**src/rtl/spi_slave_fifo.sv**
```systemverilog
// SPI target with clk-domain oversampling, multi-word framing and a show-ahead receive FIFO.
// Define SPI_SLAVE_TX_EN to build the full-duplex transmit shifter; otherwise sdo and tx_ready are tied low.
module spi_slave_fifo #(
  parameter int WIDTH = 8,
  parameter int DEPTH = 4,
  parameter int MODE  = 0
) (
  input  logic                       clk,
  input  logic                       reset,
  input  logic                       sck,
  input  logic                       sdi,
  input  logic                       ce,
  output logic                       sdo,
  input  logic                       rd_en,
  output logic [WIDTH-1:0]           rd_data,
  output logic                       empty,
  output logic [$clog2(DEPTH):0]     count,
  output logic                       overflow,
  output logic                       frame_err,
  input  logic                       clear_err,
  input  logic [WIDTH-1:0]           tx_data,
  input  logic                       tx_valid,
  output logic                       tx_ready
);

  localparam int   AW   = $clog2(DEPTH);
  localparam int   CNTW = AW + 1;
  localparam int   BW   = $clog2(WIDTH);
  localparam logic CPOL = ((MODE / 2) % 2) == 1;
  localparam logic CPHA = (MODE % 2) == 1;

  logic [2:0]       sck_s;
  logic [1:0]       sdi_s;
  logic [2:0]       ce_s;
  logic [1:0]       warm;
  logic             idle_seen;
  logic             in_frame;
  logic [BW-1:0]    bit_cnt;
  logic [WIDTH-1:0] rx_shift;
  logic [WIDTH-1:0] push_word;
  logic             push_pending;
  logic [WIDTH-1:0] mem [DEPTH];
  logic [AW-1:0]    wr_ptr;
  logic [AW-1:0]    rd_ptr;

  always_ff @(posedge clk) begin
    if (reset) begin
      sck_s <= {3{CPOL}};
      sdi_s <= '0;
      ce_s  <= '0;
    end else begin
      sck_s <= {sck_s[1:0], sck};
      sdi_s <= {sdi_s[0], sdi};
      ce_s  <= {ce_s[1:0], ce};
    end
  end

  logic sck_edge, lead_edge, trail_edge, sample_edge, shift_edge;
  logic ce_rise, ce_fall, frame_start, active, word_done;

  assign sck_edge    = sck_s[1] ^ sck_s[2];
  assign lead_edge   = sck_edge && (sck_s[1] != CPOL);
  assign trail_edge  = sck_edge && (sck_s[1] == CPOL);
  assign sample_edge = CPHA ? trail_edge : lead_edge;
  assign shift_edge  = CPHA ? lead_edge : trail_edge;
  assign ce_rise     = ce_s[1] & ~ce_s[2];
  assign ce_fall     = ~ce_s[1] & ce_s[2];
  assign frame_start = ce_rise && idle_seen;
  assign active      = in_frame && ce_s[1];
  assign word_done   = active && sample_edge && (bit_cnt == BW'(WIDTH - 1));

  // A frame only starts from a ce rise seen after ce was genuinely low post-reset,
  // so a ce held high through reset cannot resume the abandoned frame.
  always_ff @(posedge clk) begin
    if (reset) begin
      warm      <= '0;
      idle_seen <= 1'b0;
    end else begin
      if (warm != 2'd3) warm <= warm + 2'd1;
      idle_seen <= idle_seen | (warm[1] & ~ce_s[1]);
    end
  end

  always_ff @(posedge clk) begin
    if (reset) begin
      in_frame     <= 1'b0;
      bit_cnt      <= '0;
      rx_shift     <= '0;
      push_word    <= '0;
      push_pending <= 1'b0;
      frame_err    <= 1'b0;
    end else begin
      push_pending <= 1'b0;
      if (clear_err) frame_err <= 1'b0;
      if (frame_start) begin
        in_frame <= 1'b1;
        bit_cnt  <= '0;
      end else if (in_frame && ce_fall) begin
        in_frame <= 1'b0;
        bit_cnt  <= '0;
        if (bit_cnt != '0) frame_err <= 1'b1;
      end else if (active && sample_edge) begin
        rx_shift <= {rx_shift[WIDTH-2:0], sdi_s[1]};
        if (word_done) begin
          bit_cnt      <= '0;
          push_pending <= 1'b1;
          push_word    <= {rx_shift[WIDTH-2:0], sdi_s[1]};
        end else begin
          bit_cnt <= bit_cnt + 1'b1;
        end
      end
    end
  end

  logic full, do_push, do_pop, drop;
  assign empty   = (count == '0);
  assign full    = (count == CNTW'(DEPTH));
  assign do_pop  = rd_en && !empty;
  assign do_push = push_pending && (!full || do_pop);
  assign drop    = push_pending && full && !do_pop;
  assign rd_data = empty ? '0 : mem[rd_ptr];

  always_ff @(posedge clk) begin
    if (do_push) mem[wr_ptr] <= push_word;
  end

  always_ff @(posedge clk) begin
    if (reset) begin
      wr_ptr   <= '0;
      rd_ptr   <= '0;
      count    <= '0;
      overflow <= 1'b0;
    end else begin
      if (clear_err) overflow <= 1'b0;
      if (drop) overflow <= 1'b1;
      if (do_push) wr_ptr <= wr_ptr + 1'b1;
      if (do_pop) rd_ptr <= rd_ptr + 1'b1;
      case ({do_push, do_pop})
        2'b10:   count <= count + 1'b1;
        2'b01:   count <= count - 1'b1;
        default: count <= count;
      endcase
    end
  end

`ifdef SPI_SLAVE_TX_EN
  logic [WIDTH-1:0] tx_shift;
  logic             skip_shift;
  logic             tx_load;
  assign tx_load = frame_start || word_done;

  // With CPHA=1 the leading edge right after a load would otherwise discard the MSB.
  always_ff @(posedge clk) begin
    if (reset) begin
      tx_shift   <= '0;
      skip_shift <= 1'b0;
      tx_ready   <= 1'b0;
    end else begin
      tx_ready <= 1'b0;
      if (tx_load) begin
        tx_shift   <= tx_valid ? tx_data : '0;
        tx_ready   <= tx_valid;
        skip_shift <= CPHA;
      end else if (active && shift_edge) begin
        if (skip_shift) skip_shift <= 1'b0;
        else            tx_shift   <= tx_shift << 1;
      end
    end
  end

  assign sdo = tx_shift[WIDTH-1];
`else
  logic unused_tx;
  assign unused_tx = ^{tx_data, tx_valid, shift_edge};
  assign sdo       = 1'b0;
  assign tx_ready  = 1'b0;
`endif

endmodule

```
**config.mk**
```make
export PLATFORM = sky130hd
export DESIGN_NAME = spi_slave_fifo
export DESIGN_NICKNAME = d
export VERILOG_FILES = /design/src/rtl/spi_slave_fifo.sv
export SDC_FILE = /design/constraint.sdc
export NUM_CORES = 1
export LEC_CHECK = 0
export CAP_MARGIN = 20
export CELL_PAD_IN_SITES_DETAIL_PLACEMENT = 1
export CELL_PAD_IN_SITES_GLOBAL_PLACEMENT = 2
export CORE_AREA = 2 2 83 100
export DETAILED_ROUTE_END_ITERATION = 8
export DIE_AREA = 0 0 85 102
export PLACE_DENSITY_LB_ADDON = 0.1
export SLEW_MARGIN = 40
export SYNTH_ARGS = -nofsm -noshare
export SYNTH_HDL_FRONTEND = slang
export SYNTH_SLANG_ARGS = --single-unit
```
**constraint.sdc**
```tcl
create_clock -name clk -period 3.7 [get_ports clk]
set_clock_uncertainty 0.1 [all_clocks]
set_input_delay 1.11 -clock clk [delete_from_list [all_inputs] [get_ports clk]]
set_output_delay 1.11 -clock clk [all_outputs]
set_load 0.005 [all_outputs]
```
# Yosys cells after proc, flatten, opt, wreduce, memory -nomap -nowiden
# Memory sizes are Yosys's and may differ from the RTL's. A register that Yosys moved wholly into a read port is not among the register bits.
# Cells that the tools add are included.
totals:
  n_memories: 1
  reg_bits: 40
  out_inout_bits: 16
  elab_cells: 76
  input_bits: 16
  mem_bits_rw: 32
mem_list:
  columns: ["name", "depth", "width", "rd", "rd_ports_with_merged_regs", "write_ports", "line", "text"]
  rows:
  - ["mem", 4, 8, 1, 1, 1, "42", "logic [WIDTH-1:0] mem [DEPTH];"]
classes:
  bitwise: 10
  n_eq_ne: 5
  addsub: 6
  reduce_logical: 23
  mux: 16
ops:
  columns: ["cell", "count"]
  rows:
  - ["$mux 1", 11]
  - ["$logic_and 1x1->1", 10]
  - ["$mux 8", 1]
  - ["$add 2x1->2 const B", 3]
  - ["$add 3x1->3 const B", 2]
  - ["$eq 3x3->1 const B", 2]
  - ["$pmux 3 s2", 1]
  - ["$reduce_bool 2->1", 3]
  - ["$not 1->1", 5]
  - ["$mux 2", 2]
  - ["$reduce_and 4->1", 1]
  - ["$reduce_or 4->1", 1]
  - ["$and 1x1->1", 3]
  - ["$logic_not 1->1", 3]
  - ["$logic_not 3->1", 1]
  - ["$mux 3", 1]
  - ["$reduce_and 3->1", 1]
  - ["$reduce_bool 3->1", 1]
  - ["$reduce_or 3->1", 1]
  - ["$sub 3x1->3 const B", 1]
  - ["$eq 2x1->1 const B", 1]
  - ["$eq 2x2->1 const B", 1]
  - ["$ne 2x2->1 const B", 1]
  - ["$logic_or 1x1->1", 1]
  - ["other kinds (2)", 2]

# Longest topological paths before layout
depth:
  ltp_word: 7
  mapped_depth: 7
  ltp_nobuf: 6

# Worst setup path after synthesis
# OpenSTA, ideal clock, no wires.
synth_path:
  kind: "input to register"
  from: "in rd_en"
  to: "reg count[1]"
  slack_ns: 1.170
  stages: 6
  t_arrival_ns: 2.307
  required_time_ns: 3.477
  setup_ns: 0.123
  path_buffers: 1
  path_cell_list: "buf_2 > o31ai_1 > nand2b_1 > fa_1 > nor2_1 > mux2_1"
synth_between:
  elab_chain_len: 5
  word_cells_on_any_way: 7
  classes_between: "eq/ne (2); mux (1); reduce/logical (4)"
synth_lines:
  columns: ["element", "line", "text"]
  rows:
  - ["start, declared", "14", "input logic rd_en,"]
  - ["$logic_and 1x1->1 (*)", "118", "assign do_pop = rd_en && !empty;"]
  - ["$logic_or 1x1->1", "119", "assign do_push = push_pending && (!full || do_pop);"]
  - ["$logic_and 1x1->1", "119", null]
  - ["$eq 2x1->1 / $eq 2x2->1 (equally long branches)", "138", "case ({do_push, do_pop})"]
  - ["$pmux 3 s2 / $reduce_bool 2->1 (equally long branches)", null, null]
  - ["end signal, assigned", "139", "2'b10: count <= count + 1'b1;"]
  - ["end signal, assigned", "140", "2'b01: count <= count - 1'b1;"]
  - ["end signal, assigned", "141", "default: count <= count;"]
  - ["end, declared", "17", "output logic [$clog2(DEPTH):0] count,"]
# Mark *: on every way between the ends. The rest lies on a longest branch, timed or not.
# A chain may end at the register's enable or synchronous reset.

==> results.txt <==
----------------------------------------------------
[Run status]
  Run status ... completed

[Clocking]
  CTS root buf ... clkbuf_8
  H-tree level count ... 3
  Clk sinks ... 74
  Clock network latency to the later pin of the worst-skew pair ... 350 ps
  Setup Fix Bufs, Post-CTS ... 0
  Quantity of hold-fixing buffers added after cts ... 0
  Clock tree from TritonCTS ... done
  CTS clock-pin slew for the worst setup and hold paths ... 80 ps
  Clock Tree Buf Depth ... 2
  Clock buffer count from CTS ... 9
  Number of gates given a new drive strength after cts ... 0

[Logic synthesis]
  Share of the synthesized area in the top cell type ... 31.21%
  Cell taking the most area after synthesis ... edfxtp_1
  Cell area after synthesis ... 3079 um^2
  Count of mapped cells out of synthesis ... 255
  Flop and latch count out of synthesis ... 74
  Cell types occupying the most area after synthesis ... edfxtp_1 (31%), dfxtp_1 (27%), mux4_2 (5.9%)
  Predominant post-synthesis flop cell ... dfxtp_1
  Top cells by instance count after synthesis ... dfxtp_1 (42), edfxtp_1 (32), a21oi_1 (24), nor2b_1 (18), nor2_1 (14)
  Count of yosys warnings during synthesis ... 0
  Per-instance average area after synthesis ... 12.08 um^2
  Post-synthesis async set-or-reset flop share ... 0%
  Cell with the most instances after synthesis ... dfxtp_1
  Post-synth EDFFs ... 32
  Count of cell types in the netlist ... 42
  Share of the yosys chip area belonging to registers ... 58.51%

[Drt]
  Drt total wl ... 5773 um
  Violation count after the first detailed-routing iteration ... 72
  Count of antenna-violating nets left after detailed routing ... 0
  Count of TritonRoute iterations in the first routing pass ... 4
  Via count normalized by instance count ... 5.227
  DRC Markers ... 0
  Routed wire per std cell ... 15.60 um
  Total via count in the routed design ... 1934

[STA]
  Max Slew Vio Count ... 0
  Relative slew margins ... 55.94%
  Crit share post-route ... 93.05%
  Final Setup Violations ... 0
  Tightest Pin Transition ... 657.4 ps
  Final min period ... 3443 ps
  Total Neg Setup Slack ... 0 ps
  Final-report hold violation count ... 0
  RSZ-0062 raised after global routing ... false
  Timing-limited maximum frequency ... 290.5 MHz

[Die]
  Area of the placeable core ... 7664 um^2
  Initial core utilization ... 40.18%
  Die Width ... 85 um
  Boundary Pins ... 32
  Row count ... 35
  Vert. Die Dim ... 102 um
  Die area ... 8670 um^2

[Cells and area]
  Fraction of the core area covered by cells at the end of the flow ... 46.16%
  Relative area change from synthesis to final layout ... 14.87%
  Antenna cells ... 0
  Ratio of cells with drive above 1 in the final layout ... 13.31%
  Cell area after layout ... 3537 um^2
  # nets final ... 298

[Worst setup path]
  Maximum cell stage delay along the critical path ... 680 ps
  Endpoint arrival time on the critical path ... 2230 ps
  Register-to-register setup slack ... 1570 ps
  Highest net fanout along the worst path ... 8
  Required time at the endpoint of the critical path ... 2490 ps
  Critical path cell sequence ... mux4_2 > nor2b_1 > clkdlybuf4s50_1
  Bufs and invs on worst path ... 1
  Worst Setup Start Kind ... flop
  End of the worst register-to-register path ... count[2]
  Cells on worst reg2reg path ... 7
  Standard cell with the maximum stage delay on the critical path ... dfxtp_1
  Start-to-end type of the worst setup path ... flop to primary output
  Sort of element at the end of the critical path ... primary output
  Setup crit end ... rd_data[3]
  Stages on worst setup path ... 3
  Cell family with most CP delay ... flip-flops
  FF-to-FF Start ... count[0]

[Placed design]
  Final weighted congestion in routability-driven placement ... 0.6776
  Cell Area, Placed ... 3332 um^2
  Port bufs ... 20
  Placed wire-length estimate after detailed placement ... 3881 um

[Global route]
  Global-route wire length before repair ... 9908 um
  Gr usage total ... 15.05%
  Busiest grt layer ... met2
  Global-route met1 utilization ... 18.82%
  Met3 GRT Util ... 4.604%
  Vias in the first global route ... 1958
  Initial antenna violation count ... 0
  Met2 Resource Use GR ... 24.58%
  Pin count of the biggest net entering global routing ... 20
  Aggregate global routing overflow ... 0

[Job]
  Max-cap violations ... 0

[Power]
  Pleak ... 1.216 nW
  Max VDD drop ... 0.2018 mV
  PwrDens ... 446.4 nW/um^2
  Power consumption ... 0.001579 W

[Worst hold path]
  Min-delay worst type ... flop to flop

----------------------------------------------------
==> cell families (layout without fill, tap and decap cells) <==
family | after synthesis | in the layout | synth area share [%]
flops | 74 | 74 | 58.51
mux | 12 | 12 | 7.233
other cells | 1 | 2 | 0.1218
xor+xnor | 4 | 4 | 1.138
buf+inv | 31 | 53 | 4.957
simple gates | 74 | 74 | 14.55
compound gates | 50 | 50 | 9.589
fa+ha+maj | 9 | 9 | 3.901
==> per-layer routing <==
metal	vias to the layer above	routed length, um
met4	0	64
met3	6	216
li1	955	-
met2	29	2821
met5	-	0
met1	944	2671
==> worst min-delay path by stage <==
stage | startpoint | to | slack, ps | cells past startpoint
after floorplan | ce_s[0] | ce_s[1] | 310 | 1
after global placement | ce_s[0] | ce_s[1] | 320 | 1
after detailed placement | sdi_s[0] | sdi_s[1] | 330 | 1
after CTS | sdi_s[0] | sdi_s[1] | 350 | 1
after global routing | sdi_s[0] | sdi_s[1] | 370 | 1
final | sdi_s[0] | sdi_s[1] | 350 | 1
==> cell type report <==
| cell class | count | area, um^2 |
|---|---|---|
| clock inverter | 7 | 81.33 |
| sequential | 74 | 1802 |
| multi-input combinational | 151 | 1129 |
| fill | 810 | 4126 |
| clock buffer | 9 | 123.9 |
| tap | 92 | 115.1 |
| timing repair buffer | 26 | 245.2 |
| inverter | 11 | 41.29 |
==> through the flow <==
step / hold slack [ps] / instances / setup WS (ps)
after CTS: 352.3 / 370 / 175.8
after floorplan: 313.8 / 256 / 1170
after detailed placement: 331.9 / 354 / 568.9
after global placement: 319.4 / 354 / 599.2
final: 345.1 / 370 / 257.1
after global routing: 368.7 / 370 / 85.16
==> power by group <==
| group | leakage [nW] | switching (W) | internal [W] |
|---|---|---|---|
| combinational | 0.477 | 0.0000404 | 0.0000231 |
| clock | 0.102 | 0.000329 | 0.000323 |
| sequential | 0.637 | 0.00000804 | 0.000855 |
| total | 1.22 | 0.000378 | 0.00120 |
==> flip-flops by register name, summed over array words and instances, names as in the netlist, 3 cells and up, named ones only <==
name	count
bit_cnt	3
ce_s	3
count	3
mem	32
push_word	8
rx_shift	7
sck_s	3
==> cells in the final DEF (no fill, tap or decap), types with 3 or more instances in the layout <==
| cell type | netlist | layout |
|---|---|---|
| ha_1 | 8 | 8 |
| mux4_2 | 8 | 8 |
| nand3_1 | 11 | 11 |
| xor2_1 | 3 | 3 |
| nor2_1 | 14 | 14 |
| nand4_1 | 8 | 8 |
| and3_1 | 4 | 4 |
| edfxtp_1 | 32 | 32 |
| o21ai_1 | 6 | 6 |
| a21oi_1 | 24 | 24 |
| o31ai_1 | 9 | 9 |
| clkdlybuf4s50_1 | 0 | 20 |
| dfxtp_1 | 42 | 42 |
| nand2_1 | 5 | 5 |
| buf_4 | 3 | 6 |
| nor2b_1 | 18 | 18 |
| inv_1 | 10 | 10 |
| nand2b_1 | 5 | 5 |
| o21ai_0 | 5 | 5 |
| clkbuf_8 | 0 | 9 |
| inv_6 | 0 | 5 |
Power figures use the tool's default switching activity.
